**src/rtl/hazard_stall_controller_if.sv**
```systemverilog
// Handshake bundle between the pipeline datapath and the hazard/stall controller.
// The master side drives hazard sources; the slave side (controller) returns stage controls.
interface hazard_stall_controller_if;
    logic [4:0] RS1addrD_i;
    logic [4:0] RS2addrD_i;
    logic       RS1useD_i;
    logic       RS2useD_i;
    logic [4:0] RDaddrE_i;
    logic       MemReadE_i;
    logic       MulDivE_i;
    logic       BranchTakenD_i;
    logic       md_done_i;
    logic       md_start_o;
    logic       PCWrite_o;
    logic       IFIDWrite_o;
    logic       IFIDFlush_o;
    logic       IDEXWrite_o;
    logic       IDEXFlush_o;
    logic       EXMEMBubble_o;

    modport master (
        output RS1addrD_i, RS2addrD_i, RS1useD_i, RS2useD_i, RDaddrE_i,
               MemReadE_i, MulDivE_i, BranchTakenD_i, md_done_i,
        input  md_start_o, PCWrite_o, IFIDWrite_o, IFIDFlush_o,
               IDEXWrite_o, IDEXFlush_o, EXMEMBubble_o
    );

    modport slave (
        input  RS1addrD_i, RS2addrD_i, RS1useD_i, RS2useD_i, RDaddrE_i,
               MemReadE_i, MulDivE_i, BranchTakenD_i, md_done_i,
        output md_start_o, PCWrite_o, IFIDWrite_o, IFIDFlush_o,
               IDEXWrite_o, IDEXFlush_o, EXMEMBubble_o
    );
endinterface

```
**src/rtl/hazard_stall_controller.sv**
```systemverilog
// 5-stage pipeline sequencing: load-use stalls, ID branch flushes, MUL/DIV freeze with
// timeout, plus a saturating stall-cycle counter and a sticky timeout error.
module hazard_stall_controller #(
    parameter int unsigned MD_TIMEOUT = 64,
    parameter int unsigned CNT_W      = 32
) (
    input  logic                     clk_i,
    input  logic                     rst_n_i,
    hazard_stall_controller_if.slave hz,
    output logic                     md_error_o,
    output logic [CNT_W-1:0]         stall_cnt_o
);

    typedef enum logic {RUN, MD_WAIT} state_e;

    localparam logic [7:0] WAIT_LAST = 8'(MD_TIMEOUT - 1);

    state_e           state_q, state_d;
    logic [7:0]       wait_cnt_q, wait_cnt_d;
    logic             md_error_q, md_error_d;
    logic [CNT_W-1:0] stall_cnt_q, stall_cnt_d;

    logic load_use, timeout;
    logic md_start, pc_we, ifid_we, ifid_flush, idex_we, idex_flush, exmem_bubble;

    // x0 never creates a dependency; an unused source field may hold garbage.
    assign load_use = hz.MemReadE_i && (hz.RDaddrE_i != 5'd0) &&
                      ((hz.RS1useD_i && (hz.RS1addrD_i == hz.RDaddrE_i)) ||
                       (hz.RS2useD_i && (hz.RS2addrD_i == hz.RDaddrE_i)));

    assign timeout = (wait_cnt_q == WAIT_LAST) && !hz.md_done_i;

    always_comb begin
        md_start     = 1'b0;
        pc_we        = 1'b1;
        ifid_we      = 1'b1;
        ifid_flush   = 1'b0;
        idex_we      = 1'b1;
        idex_flush   = 1'b0;
        exmem_bubble = 1'b0;
        state_d      = state_q;
        wait_cnt_d   = wait_cnt_q;
        md_error_d   = md_error_q;
        case (state_q)
            RUN: begin
                if (hz.MulDivE_i) begin
                    md_start     = 1'b1;
                    pc_we        = 1'b0;
                    ifid_we      = 1'b0;
                    idex_we      = 1'b0;
                    exmem_bubble = 1'b1;
                    state_d      = MD_WAIT;
                    wait_cnt_d   = 8'd0;
                end else if (load_use) begin
                    // branch is held back; the stalled ID re-resolves it next cycle
                    pc_we      = 1'b0;
                    ifid_we    = 1'b0;
                    idex_flush = 1'b1;
                end else if (hz.BranchTakenD_i) begin
                    ifid_flush = 1'b1;
                end
            end
            MD_WAIT: begin
                // timeout exits through the same release path as a real done
                if (hz.md_done_i || timeout) begin
                    state_d = RUN;
                    if (timeout) md_error_d = 1'b1;
                end else begin
                    pc_we        = 1'b0;
                    ifid_we      = 1'b0;
                    idex_we      = 1'b0;
                    exmem_bubble = 1'b1;
                    wait_cnt_d   = wait_cnt_q + 8'd1;
                end
            end
            default: state_d = RUN;
        endcase
    end

    assign stall_cnt_d = (!pc_we && (stall_cnt_q != {CNT_W{1'b1}})) ? stall_cnt_q + 1'b1
                                                                     : stall_cnt_q;

    always_ff @(posedge clk_i or negedge rst_n_i) begin
        if (!rst_n_i) begin
            state_q     <= RUN;
            wait_cnt_q  <= 8'd0;
            md_error_q  <= 1'b0;
            stall_cnt_q <= '0;
        end else begin
            state_q     <= state_d;
            wait_cnt_q  <= wait_cnt_d;
            md_error_q  <= md_error_d;
            stall_cnt_q <= stall_cnt_d;
        end
    end

    assign hz.md_start_o    = md_start;
    assign hz.PCWrite_o     = pc_we;
    assign hz.IFIDWrite_o   = ifid_we;
    assign hz.IFIDFlush_o   = ifid_flush;
    assign hz.IDEXWrite_o   = idex_we;
    assign hz.IDEXFlush_o   = idex_flush;
    assign hz.EXMEMBubble_o = exmem_bubble;
    assign md_error_o       = md_error_q;
    assign stall_cnt_o      = stall_cnt_q;

endmodule

```
**src/flat_wrapper.sv**
```systemverilog
// flat-port wrapper written by rule: the top's interface ports become plain ports
module hazard_stall_controller_flat 
#(
    parameter int unsigned MD_TIMEOUT = 64,
    parameter int unsigned CNT_W      = 32
)
  (clk_i, rst_n_i, md_error_o, stall_cnt_o, hz_RS1addrD_i, hz_RS2addrD_i, hz_RS1useD_i, hz_RS2useD_i, hz_RDaddrE_i, hz_MemReadE_i, hz_MulDivE_i, hz_BranchTakenD_i, hz_md_done_i, hz_md_start_o, hz_PCWrite_o, hz_IFIDWrite_o, hz_IFIDFlush_o, hz_IDEXWrite_o, hz_IDEXFlush_o, hz_EXMEMBubble_o);
  hazard_stall_controller_if hz_i ();
  input  logic clk_i;
  input  logic rst_n_i;
  output logic md_error_o;
  output logic [CNT_W-1:0] stall_cnt_o;
  input wire logic [$bits(hz_i.RS1addrD_i)-1:0] hz_RS1addrD_i;
  input wire logic [$bits(hz_i.RS2addrD_i)-1:0] hz_RS2addrD_i;
  input wire logic [$bits(hz_i.RS1useD_i)-1:0] hz_RS1useD_i;
  input wire logic [$bits(hz_i.RS2useD_i)-1:0] hz_RS2useD_i;
  input wire logic [$bits(hz_i.RDaddrE_i)-1:0] hz_RDaddrE_i;
  input wire logic [$bits(hz_i.MemReadE_i)-1:0] hz_MemReadE_i;
  input wire logic [$bits(hz_i.MulDivE_i)-1:0] hz_MulDivE_i;
  input wire logic [$bits(hz_i.BranchTakenD_i)-1:0] hz_BranchTakenD_i;
  input wire logic [$bits(hz_i.md_done_i)-1:0] hz_md_done_i;
  output wire logic [$bits(hz_i.md_start_o)-1:0] hz_md_start_o;
  output wire logic [$bits(hz_i.PCWrite_o)-1:0] hz_PCWrite_o;
  output wire logic [$bits(hz_i.IFIDWrite_o)-1:0] hz_IFIDWrite_o;
  output wire logic [$bits(hz_i.IFIDFlush_o)-1:0] hz_IFIDFlush_o;
  output wire logic [$bits(hz_i.IDEXWrite_o)-1:0] hz_IDEXWrite_o;
  output wire logic [$bits(hz_i.IDEXFlush_o)-1:0] hz_IDEXFlush_o;
  output wire logic [$bits(hz_i.EXMEMBubble_o)-1:0] hz_EXMEMBubble_o;
  assign hz_i.RS1addrD_i = hz_RS1addrD_i;
  assign hz_i.RS2addrD_i = hz_RS2addrD_i;
  assign hz_i.RS1useD_i = hz_RS1useD_i;
  assign hz_i.RS2useD_i = hz_RS2useD_i;
  assign hz_i.RDaddrE_i = hz_RDaddrE_i;
  assign hz_i.MemReadE_i = hz_MemReadE_i;
  assign hz_i.MulDivE_i = hz_MulDivE_i;
  assign hz_i.BranchTakenD_i = hz_BranchTakenD_i;
  assign hz_i.md_done_i = hz_md_done_i;
  assign hz_md_start_o = hz_i.md_start_o;
  assign hz_PCWrite_o = hz_i.PCWrite_o;
  assign hz_IFIDWrite_o = hz_i.IFIDWrite_o;
  assign hz_IFIDFlush_o = hz_i.IFIDFlush_o;
  assign hz_IDEXWrite_o = hz_i.IDEXWrite_o;
  assign hz_IDEXFlush_o = hz_i.IDEXFlush_o;
  assign hz_EXMEMBubble_o = hz_i.EXMEMBubble_o;
  hazard_stall_controller #(.MD_TIMEOUT(MD_TIMEOUT), .CNT_W(CNT_W)) u_core (.clk_i(clk_i), .rst_n_i(rst_n_i), .hz(hz_i), .md_error_o(md_error_o), .stall_cnt_o(stall_cnt_o));
endmodule
```
**config.mk**
```make
export PLATFORM = sky130hd
export DESIGN_NAME = hazard_stall_controller_flat
export DESIGN_NICKNAME = d
export VERILOG_FILES = /design/src/rtl/hazard_stall_controller_if.sv /design/src/rtl/hazard_stall_controller.sv /design/src/flat_wrapper.sv
export SDC_FILE = /design/constraint.sdc
export NUM_CORES = 1
export LEC_CHECK = 0
export ABC_AREA = 1
export ABC_CLOCK_PERIOD_IN_PS = 2300
export CAP_MARGIN = 30
export CORE_MARGIN = 2
export CORE_UTILIZATION = 52
export DETAILED_ROUTE_END_ITERATION = 8
export DONT_BUFFER_PORTS = 1
export PLACE_DENSITY = 0.79
export SLEW_MARGIN = 20
export SYNTH_ARGS = -nofsm -noshare
export SYNTH_HDL_FRONTEND = slang
export SYNTH_SLANG_ARGS = --single-unit
```
**constraint.sdc**
```tcl
create_clock -name clk_i -period 2.3 [get_ports clk_i]
set_input_delay 0.23 -clock clk_i [delete_from_list [all_inputs] [get_ports clk_i]]
set_output_delay 0.23 -clock clk_i [all_outputs]
set_load 0.01 [all_outputs]
```
==> impl_metrics.toml, run 1 <==
[status]
outcome = "finished, final reports clean"

[hold_path]
hp-class = "in2reg"
min_path_cells = 1
min_to = "u_core.md_error_o"
min_from = "hz_md_done_i"

[logic_synthesis]
synth_edf_count = 0
syn_nets = 479
synth_area_per_cell_um2 = 6.53
ys_ff_latch = 42
synth_compound_area_frac = 0.0266
synth-xor-area-share = 0.0621
synth_top_family_by_area = "simple AND/OR/NAND/NOR gates"
ys_seq_area_frac = 0.355
synth.area.top_cells = "dfrtp_1 35%, nand2_1 23%, nand3_1 7.8%"
yosys-mux-area-fraction = 0
synth_flop_cell = "dfrtp_1"
syn-cell-area_um2 = 2960
synth_top_area_frac = 0.355
async_flop_share = 1.00
synthAdderAreaFrac = 0.00845
netlist-cell-type-count = 33
synthSimpleGateAreaFrac = 0.462
syn_inst = 454
yosysWarnings = 0
synth_area_leader_cell = "dfrtp_1"

[grt]
antenna_found_initial = 0
grt_pass1_wl_um = 12500
grt_overflow = 0
grt_pass1_vias = 2671
grt_use_total = 0.250
grt_max_degree = 43

[timing]
rsz0062_at_grt = "false"
fin_crit_ns = 2.14
fin_tns_setup_ns = 0
fmax_mhz = 468
worst_pin_slew_ns = 0.420
clock_skew_ns = 0.00296
final_max_slew_viol_count = 0
final-hold-violation-count = 0
relSlewSlack = 0.719
setup_viol = 0
period_share = 0.928

[pwr]
seqPwrFrac = 0.454
p_total_mw = 1.87
p_int_mw = 1.28
combPwrFrac = 0.235
power_switching_mw = 0.597
power.leakage_nw = 1.61
clock_power_share = 0.311
vdd_drop_max_uv = 365
switching_share = 0.318
cellPowerDensity_nw_per_um2 = 583

[critical_path]
reg2reg_depth = 12
start_kind = "flop"
max_stage_delay_ns = 0.38
endpoint_kind = "output pin"
worstPathMaxFanout = 18
path_cells = "ha_1 > nand2_2 > nor2_2 > nand4_2 > nand2_4 > inv_4 > nor2_8 > nand2_8 > inv_2"
crit_required_ns = 2.07
path_buf_inv = 2
cp_top_family = "simple AND/OR/NAND/NOR gates"
crit_type = "reg2out"
crit_slowest_cell = "dfrtp_1"
r2r_start = "u_core.wait_cnt_q[0]"
arrival_ns = 1.91
r2r-end = "u_core.stall_cnt_o[8]"
r2r_slack_ns = 0.25

[cells_and_area]
antenna_cells = 0
layout_commonest_cell = "nand2_1"
drive_above_1_share = 0.0797
layout.nets = 488
final_cell_mix = "182 x nand2_1, 55 x nor2_1, 46 x nand3_1"
n_fill_cell = 520
synthToLayoutAreaGrowth_pct = 8.53

[die]
start_util = 0.538
ios = 63
die_h_um = 79.5
die-area_um2 = 6320
rows = 27
coreArea_um2 = 5510
die_width_um = 79.5

[clocking]
cts_max_path_buffers = 2
path_clk_slew_ns = 0.08
cts.sinks = 42
insertion_delay_ns = 0.30
cts_buffers = 5
cts_tree = "built"
cts_max_level = 2
clockRootBuffer = "clkbuf_8"

[placed_design]
gp_congestion = 0.917
io_buffers = 0
hpwl_um = 5540

[detailed_routing]
routed_wl_um = 7180
drc = 0
drt_iter0_drc = 215
antenna_left = 0
num_vias = 2835
avgViaCountPerCell = 5.29
firstDrtPassIters = 5
wl_per_cell_um = 13.4

[flow_run]
drv_cap = 0
[cells by family (layout without fill, tap and decap cells)]
group / Yosys count / count (layout)
AO/OA/AOI/OAI: 13 / 13
XOR/XNOR: 21 / 21
adder cells (fa/ha/maj): 2 / 2
buffers and inverters: 58 / 68
flip-flops: 42 / 42
AND/OR/NAND/NOR: 318 / 318
[power groups by stage]
stage	Combinational, mW	Clock [mW]	Sequential, mW
floorplan	0.260	0	0.896
global placement	0.404	0	0.862
detailed placement	0.415	0	0.866
CTS	0.437	0.597	0.851
global route	0.496	0.625	0.857
finish	0.440	0.584	0.851
[layer usage]
| layer | up-vias | global-route usage | routed length, µm |
|---|---|---|---|
| met4 | 0 | 0.0638 | 105 |
| met5 | - | 0 | 0 |
| met1 | 1284 | 0.343 | 3290 |
| li1 | 1444 | - | - |
| met2 | 95 | 0.395 | 3230 |
| met3 | 12 | 0.0622 | 552 |
[how the worst max path moves through the flow]
stage,start,endpoint,cells after the start
floorplan,u_core.wait_cnt_q[0],hz_PCWrite_o,11
detailed placement,u_core.wait_cnt_q[0],u_core.stall_cnt_o[11],12
finish,u_core.wait_cnt_q[0],hz_IFIDWrite_o,9
global route,u_core.wait_cnt_q[0],hz_IFIDWrite_o,9
CTS,u_core.wait_cnt_q[0],hz_IFIDWrite_o,9
global placement,u_core.wait_cnt_q[0],u_core.stall_cnt_o[16],12
[sequential cells by signal (all words and copies together) (netlist names)]
signal / count
u_core.stall_cnt_o: 32
u_core.wait_cnt_q: 8
u_core.md_error_o: 1
u_core.state_q: 1
[stage by stage]
step / cell area, µm² / util / cells / setup slack [ns] / hold slack [ns]
after floorplan: 2960 / - / 454 / 0.383 / -0.0656
after global placement: 3070 / 0.557 / 526 / 0.352 / -0.0637
after detailed placement: 3070 / 0.557 / 526 / 0.241 / -0.0638
after CTS: 3210 / 0.582 / 536 / 0.123 / 0.0103
after global routing: 3220 / 0.584 / 536 / 0.00396 / 0.00767
final: 3220 / 0.584 / 536 / 0.165 / 0.0162
[repair_timing]
| action | CTS | global route |
|---|---|---|
| endpoints found under the hold margin | 42 | 0 |
| resized for setup | 0 | 1 |
| setup buffers | 0 | 0 |
| hold buffers | 2 | 0 |
| endpoints found under the setup margin | 0 | 3 |
[worst reg2reg max path, delay by kind of cell, from the launching register on]
| family | cells | cell delay, ns |
|---|---|---|
| buffers and inverters | 2 | 0.25 |
| adders and majority gates | 1 | 0.21 |
| DFF | 1 | 0.38 |
| and+or+nand+nor | 9 | 1.14 |
[cells in the mapped netlist, types with 2 or more instances]
master and instances:
nand3b_1 8, dfrtp_1 42, ha_1 2, inv_1 40, o21ai_0 5, xnor2_1 3, nor3_1 12, inv_2 7
nand2_2 3, nor2_1 55, buf_2 4, buf_6 2, xor2_1 18, nand4_1 4, nor2_2 2, nand2_4 2
nand2_1 182, nand3_1 46, o22ai_1 3
[layout make-up]
type	instances	area (µm²)	share of cell area
Clock inverter	3	40.0	0.0125
Sequential cell	42	1050	0.327
Multi-Input combinational cell	354	1670	0.518
Timing Repair Buffer	12	118	0.0366
Inverter	48	183	0.0568
Clock buffer	5	68.8	0.0214
Tap cell	72	90.1	0.0280
No activity file was read; power rests on OpenSTA's default activity.
==> run 2: changes to the inputs <==
--- a/config.mk
+++ b/config.mk
@@ -9,10 +9,11 @@
 export ABC_CLOCK_PERIOD_IN_PS = 2300
 export CAP_MARGIN = 30
 export CORE_MARGIN = 2
-export CORE_UTILIZATION = 52
+export CORE_UTILIZATION = 55
+export CTS_CLUSTER_SIZE = 30
 export DETAILED_ROUTE_END_ITERATION = 8
 export DONT_BUFFER_PORTS = 1
-export PLACE_DENSITY = 0.79
+export PLACE_DENSITY = 0.82
 export SLEW_MARGIN = 20
 export SYNTH_ARGS = -nofsm -noshare
 export SYNTH_HDL_FRONTEND = slang
==> run 2 against run 1 <==
Net effect: flip-flop and latch count unchanged; largest cell class unchanged; maximum frequency down 1.8%; total power up 8.6%; worst setup slack worse by 0.039 ns; final cell count up 0.19%.
==> impl_metrics.toml, run 2 (synthesized netlist as in run 1, its figures left out) <==
[flow_run]
drv_cap = 0

[cells_and_area]
final_cell_mix = "182 x nand2_1, 55 x nor2_1, 46 x nand3_1"
layout.nets = 491
antenna_cells = 0
drive_above_1_share = 0.0878
layout_commonest_cell = "nand2_1"
final_util = 0.639
synthToLayoutAreaGrowth_pct = 10.9
largest_reg_flops = 32

[timing]
relSlewSlack = 0.757
period_share = 0.945
final_max_slew_viol_count = 0
worst_pin_slew_ns = 0.363
clock_skew_ns = 0.0109
fin_tns_setup_ns = 0
fmax_mhz = 460
fin_crit_ns = 2.17
whs_ns = 0.0186
setup_viol = 0
rsz0062_at_grt = "false"
finalWorstSetupSlack_ns = 0.126
final-hold-violation-count = 0

[detailed_routing]
antenna_left = 0
num_vias = 2901
drt_iter0_drc = 253
routed_wl_um = 7310
avgViaCountPerCell = 5.40
drc = 0
wl_per_cell_um = 13.6
firstDrtPassIters = 5

[pwr]
p_int_mw = 1.43
seqPwrFrac = 0.430
vdd_drop_max_uv = 533
clock_power_share = 0.356
power.leakage_nw = 1.64
switching_share = 0.298
power_switching_mw = 0.606
combPwrFrac = 0.214
cellPowerDensity_nw_per_um2 = 619

[critical_path]
max_stage_delay_ns = 0.42
start_kind = "flop"
crit_type = "reg2out"
endpoint_kind = "output pin"
crit_required_ns = 2.07
arrival_ns = 1.94
path_cells = "ha_4 > nand2_2 > nor2_2 > nand4_2 > nand2_4 > inv_4 > nor2_8 > nand2_8 > buf_12 > inv_2"
crit_slowest_cell = "dfrtp_1"
worstPathMaxFanout = 20

[grt]
grt_pass1_vias = 2662
grt_max_degree = 43
grt_overflow = 0
grt_use_total = 0.261
antenna_found_initial = 0
grt_pass1_wl_um = 12600

[status]
outcome = "finished, final reports clean"

[die]
coreArea_um2 = 5140
ios = 63
die_h_um = 77.4
die_width_um = 77.4
die-area_um2 = 5990
rows = 26
start_util = 0.576

[clocking]
cts_max_level = 2
cts.sinks = 42
insertion_delay_ns = 0.30
path_clk_slew_ns = 0.08
cts_buffers = 5
clockRootBuffer = "clkbuf_8"
cts_tree = "built"
cts_max_path_buffers = 2

[placed_design]
pre_cts_ws_ns = 0.147
hpwl_um = 5380
io_buffers = 0
gp_congestion = 0.934

[hold_path]
hp-class = "in2reg"
run 2: cell count changes in the layout (fill, tap and decap cells not counted), sizes merged:
cell    before  now
clkinv       2    0
clkbuf       5    6
buf         11   14
bufinv       1    2
run 2: critical path, delay by kind of cell, from the launching register on:
family        cells  cell delay (ns)
flops             1             0.42
buf+inv           3             0.32
fa+ha+maj         1             0.17
simple gates      6             0.73
run 2: final cells by class:
class | count | area (µm²)
multi-input cells | 354 | 1680
clock inverters | 2 | 60.1
clock buffers | 6 | 82.6
fillers | 498 | 1850
flip-flops and latches | 42 | 1050
inverters | 48 | 183
well taps | 70 | 87.6
repair buffers | 15 | 140
run 2: path summary, 6_finish.rpt:
check | slack (ns) | startpoint | cells past startpoint | end
worst max-delay path | 0.13 | u_core.wait_cnt_q[1] | 10 | hz_IFIDWrite_o
worst min-delay path | 0.02 | hz_md_done_i | 1 | u_core.md_error_o
worst max register to register | 0.27 | u_core.stall_cnt_o[0] | 9 | u_core.stall_cnt_o[3]
worst min register to register | 0.55 | u_core.md_error_o | 2 | u_core.md_error_o
max in group asynchronous | 1.65 | rst_n_i | 2 | u_core.stall_cnt_o[21]
min in group asynchronous | 0.42 | rst_n_i | 2 | u_core.stall_cnt_o[18]
run 2: metal layers:
layer	part of all wire	track usage
met5	0	0
met4	0.015	0.0786
met3	0.074	0.0663
met2	0.46	0.408
met1	0.45	0.358
run 2: stage by stage:
step / power (mW) / std cells / instance area (µm²)
floorplan: 1.16 / 454 / 2960
global placement: 1.23 / 521 / 3030
detailed placement: 1.25 / 521 / 3030
CTS: 2.01 / 532 / 3220
global route: 2.14 / 537 / 3290
finish: 2.04 / 537 / 3290
run 2: timing repair:
| action | in CTS | in global routing |
|---|---|---|
| endpoints found under the hold margin | 42 | 0 |
| buffers inserted | 1 | 5 |
| pin swaps | 1 | 2 |
| resized for setup | 2 | 5 |
| hold buffers | 2 | 0 |
| endpoints found under the setup margin | 2 | 31 |
run 2: power by group through the flow:
| stage | clock [mW] | sequential, mW | combinational [mW] |
|---|---|---|---|
| global placement | 0 | 0.880 | 0.353 |
| global route | 0.765 | 0.883 | 0.491 |
| CTS | 0.741 | 0.869 | 0.399 |
| floorplan | 0 | 0.896 | 0.260 |
| finish | 0.725 | 0.875 | 0.435 |
| detailed placement | 0 | 0.883 | 0.367 |
==> run 3: changes to the inputs <==
--- a/config.mk
+++ b/config.mk
@@ -9,11 +9,11 @@
 export ABC_CLOCK_PERIOD_IN_PS = 2300
 export CAP_MARGIN = 30
 export CORE_MARGIN = 2
-export CORE_UTILIZATION = 55
+export CORE_UTILIZATION = 25
 export CTS_CLUSTER_SIZE = 30
 export DETAILED_ROUTE_END_ITERATION = 8
 export DONT_BUFFER_PORTS = 1
-export PLACE_DENSITY = 0.82
+export PLACE_DENSITY = 0.5
 export SLEW_MARGIN = 20
 export SYNTH_ARGS = -nofsm -noshare
 export SYNTH_HDL_FRONTEND = slang
==> run 3 against run 2 <==
Net effect: the flow now finishes with violations (DRC); final cell count grew 14%; flip-flop and latch count stayed put; core utilization decreased by 34 points; via count shrank 3.1%; sequential share of layout area shrank 1.4 points; highest routed layer unchanged; first-iteration DRC count shrank 45%.
==> impl_metrics.toml, run 3 (synthesized netlist as in run 1, its figures left out) <==
[timing]
period_share = 0.924
finalWorstSetupSlack_ns = 0.175
relSlewSlack = 0.737
fin_tns_setup_ns = 0
rsz0062_at_grt = "false"
fmax_mhz = 470
final-hold-violation-count = 0
final_max_slew_viol_count = 0
worst_pin_slew_ns = 0.393
fin_crit_ns = 2.13
setup_viol = 0
clock_skew_ns = 0.00310

[cells_and_area]
final_util = 0.299
largest_reg_flops = 32
drive_above_1_share = 0.0934
final_cell_mix = "182 x nand2_1, 55 x nor2_1, 46 x nand3_1"
n_fill_cell = 1257
synthToLayoutAreaGrowth_pct = 16.2
layout.nets = 495
antenna_cells = 0
layout_commonest_cell = "nand2_1"

[clocking]
path_clk_slew_ns = 0.06
cts_tree = "built"
cts_max_level = 2
insertion_delay_ns = 0.29
cts.sinks = 42
clockRootBuffer = "clkbuf_16"
cts_buffers = 5
cts_max_path_buffers = 2

[pwr]
power.leakage_nw = 1.68
vdd_drop_max_uv = 431
cellPowerDensity_nw_per_um2 = 656
p_total_mw = 2.26

[die]
rows = 39
die_h_um = 113
ios = 63
coreArea_um2 = 11500
die-area_um2 = 12700
start_util = 0.257
die_width_um = 113

[grt]
grt_overflow = 0
grt_pass1_wl_um = 14200
grt_pass1_vias = 2775
grt_max_degree = 43
grt_use_total = 0.138
antenna_found_initial = 0

[detailed_routing]
firstDrtPassIters = 6
avgViaCountPerCell = 4.58
routed_wl_um = 8330
wl_per_cell_um = 13.6
drt_iter0_drc = 140
antenna_left = 0
drc = 4
num_vias = 2811

[critical_path]
arrival_ns = 1.90
worstPathMaxFanout = 20
start_kind = "flop"
endpoint_kind = "output pin"
crit_type = "reg2out"
crit_required_ns = 2.07
reg2reg_depth = 11

[hold_path]
min_path_cells = 1
hp-class = "in2reg"

[status]
outcome = "finished, violations left"
violations = "DRC"

[placed_design]
gp_congestion = 0.963
io_buffers = 0
pre_cts_ws_ns = 0.272
hpwl_um = 6540

[flow_run]
drv_cap = 0
[run 3: cell type report]
type                       count  area, µm²  area share
multi-input combinational    354       1670       0.484
sequential                    42       1050       0.305
inverter                      48        183      0.0531
tap                          143        179      0.0520
timing repair buffer          19        165      0.0480
clock buffer                   6        139      0.0403
clock inverter                 2       60.1      0.0174
[run 3: path summary, 6_finish.rpt]
| path | start | to | slack (ns) |
|---|---|---|---|
| setup / recovery | u_core.wait_cnt_q[0] | hz_PCWrite_o | 0.17 |
| hold / removal | hz_md_done_i | u_core.md_error_o | 0.03 |
| setup reg to reg | u_core.wait_cnt_q[0] | u_core.stall_cnt_o[17] | 0.33 |
| hold reg to reg | u_core.wait_cnt_q[0] | u_core.wait_cnt_q[0] | 0.54 |
| max in group asynchronous | rst_n_i | u_core.stall_cnt_o[4] | 1.61 |
| min in group asynchronous | rst_n_i | u_core.stall_cnt_o[18] | 0.49 |
[run 3: worst max-delay path, stage by stage (launching register included)]
cell     delay (ns)
dfrtp_1        0.39
ha_1           0.21
nand2_2        0.08
nor2_2         0.14
nand4_2        0.13
nand2_4        0.14
inv_4          0.06
nor2_8         0.17
nand2_8        0.13
inv_2          0.15
[run 3: report_power, final]
part           leakage (nW)  total (mW)  switching [mW]  internal, mW
registers             0.571       0.864          0.0674         0.796
logic                  1.01       0.441           0.278         0.163
clock network        0.0971       0.953           0.301         0.652
total                  1.68        2.26           0.646          1.61
[run 3: per-stage QoR]
stage / area [µm²] / std cells / hold slack [ns]
5_1_grt: 3440 / 614 / 0.0345
3_3_place_gp: 3180 / 602 / -0.0642
2_1_floorplan: 2960 / 454 / -0.0656
3_5_place_dp: 3180 / 602 / -0.0641
4_1_cts: 3420 / 612 / 0.0305
6_report: 3440 / 614 / 0.0331
[run 3: metal layers]
| metal | vias up | global-route usage | share of wire | routed length (µm) |
|---|---|---|---|---|
| met4 | 0 | 0.0496 | 0.026 | 218 |
| met3 | 19 | 0.0439 | 0.077 | 645 |
| met5 | - | 0 | 0 | 0 |
| met2 | 72 | 0.215 | 0.44 | 3680 |
| li1 | 1460 | - | - | - |
| met1 | 1260 | 0.180 | 0.45 | 3790 |
[run 3: what timing repair did]
action                     4_1_cts  5_1_grt
buffers inserted                 0        2
hold buffers                     2        0
setup endpoints to repair        0        2
resized for setup                0        1
hold endpoints to repair        42        0
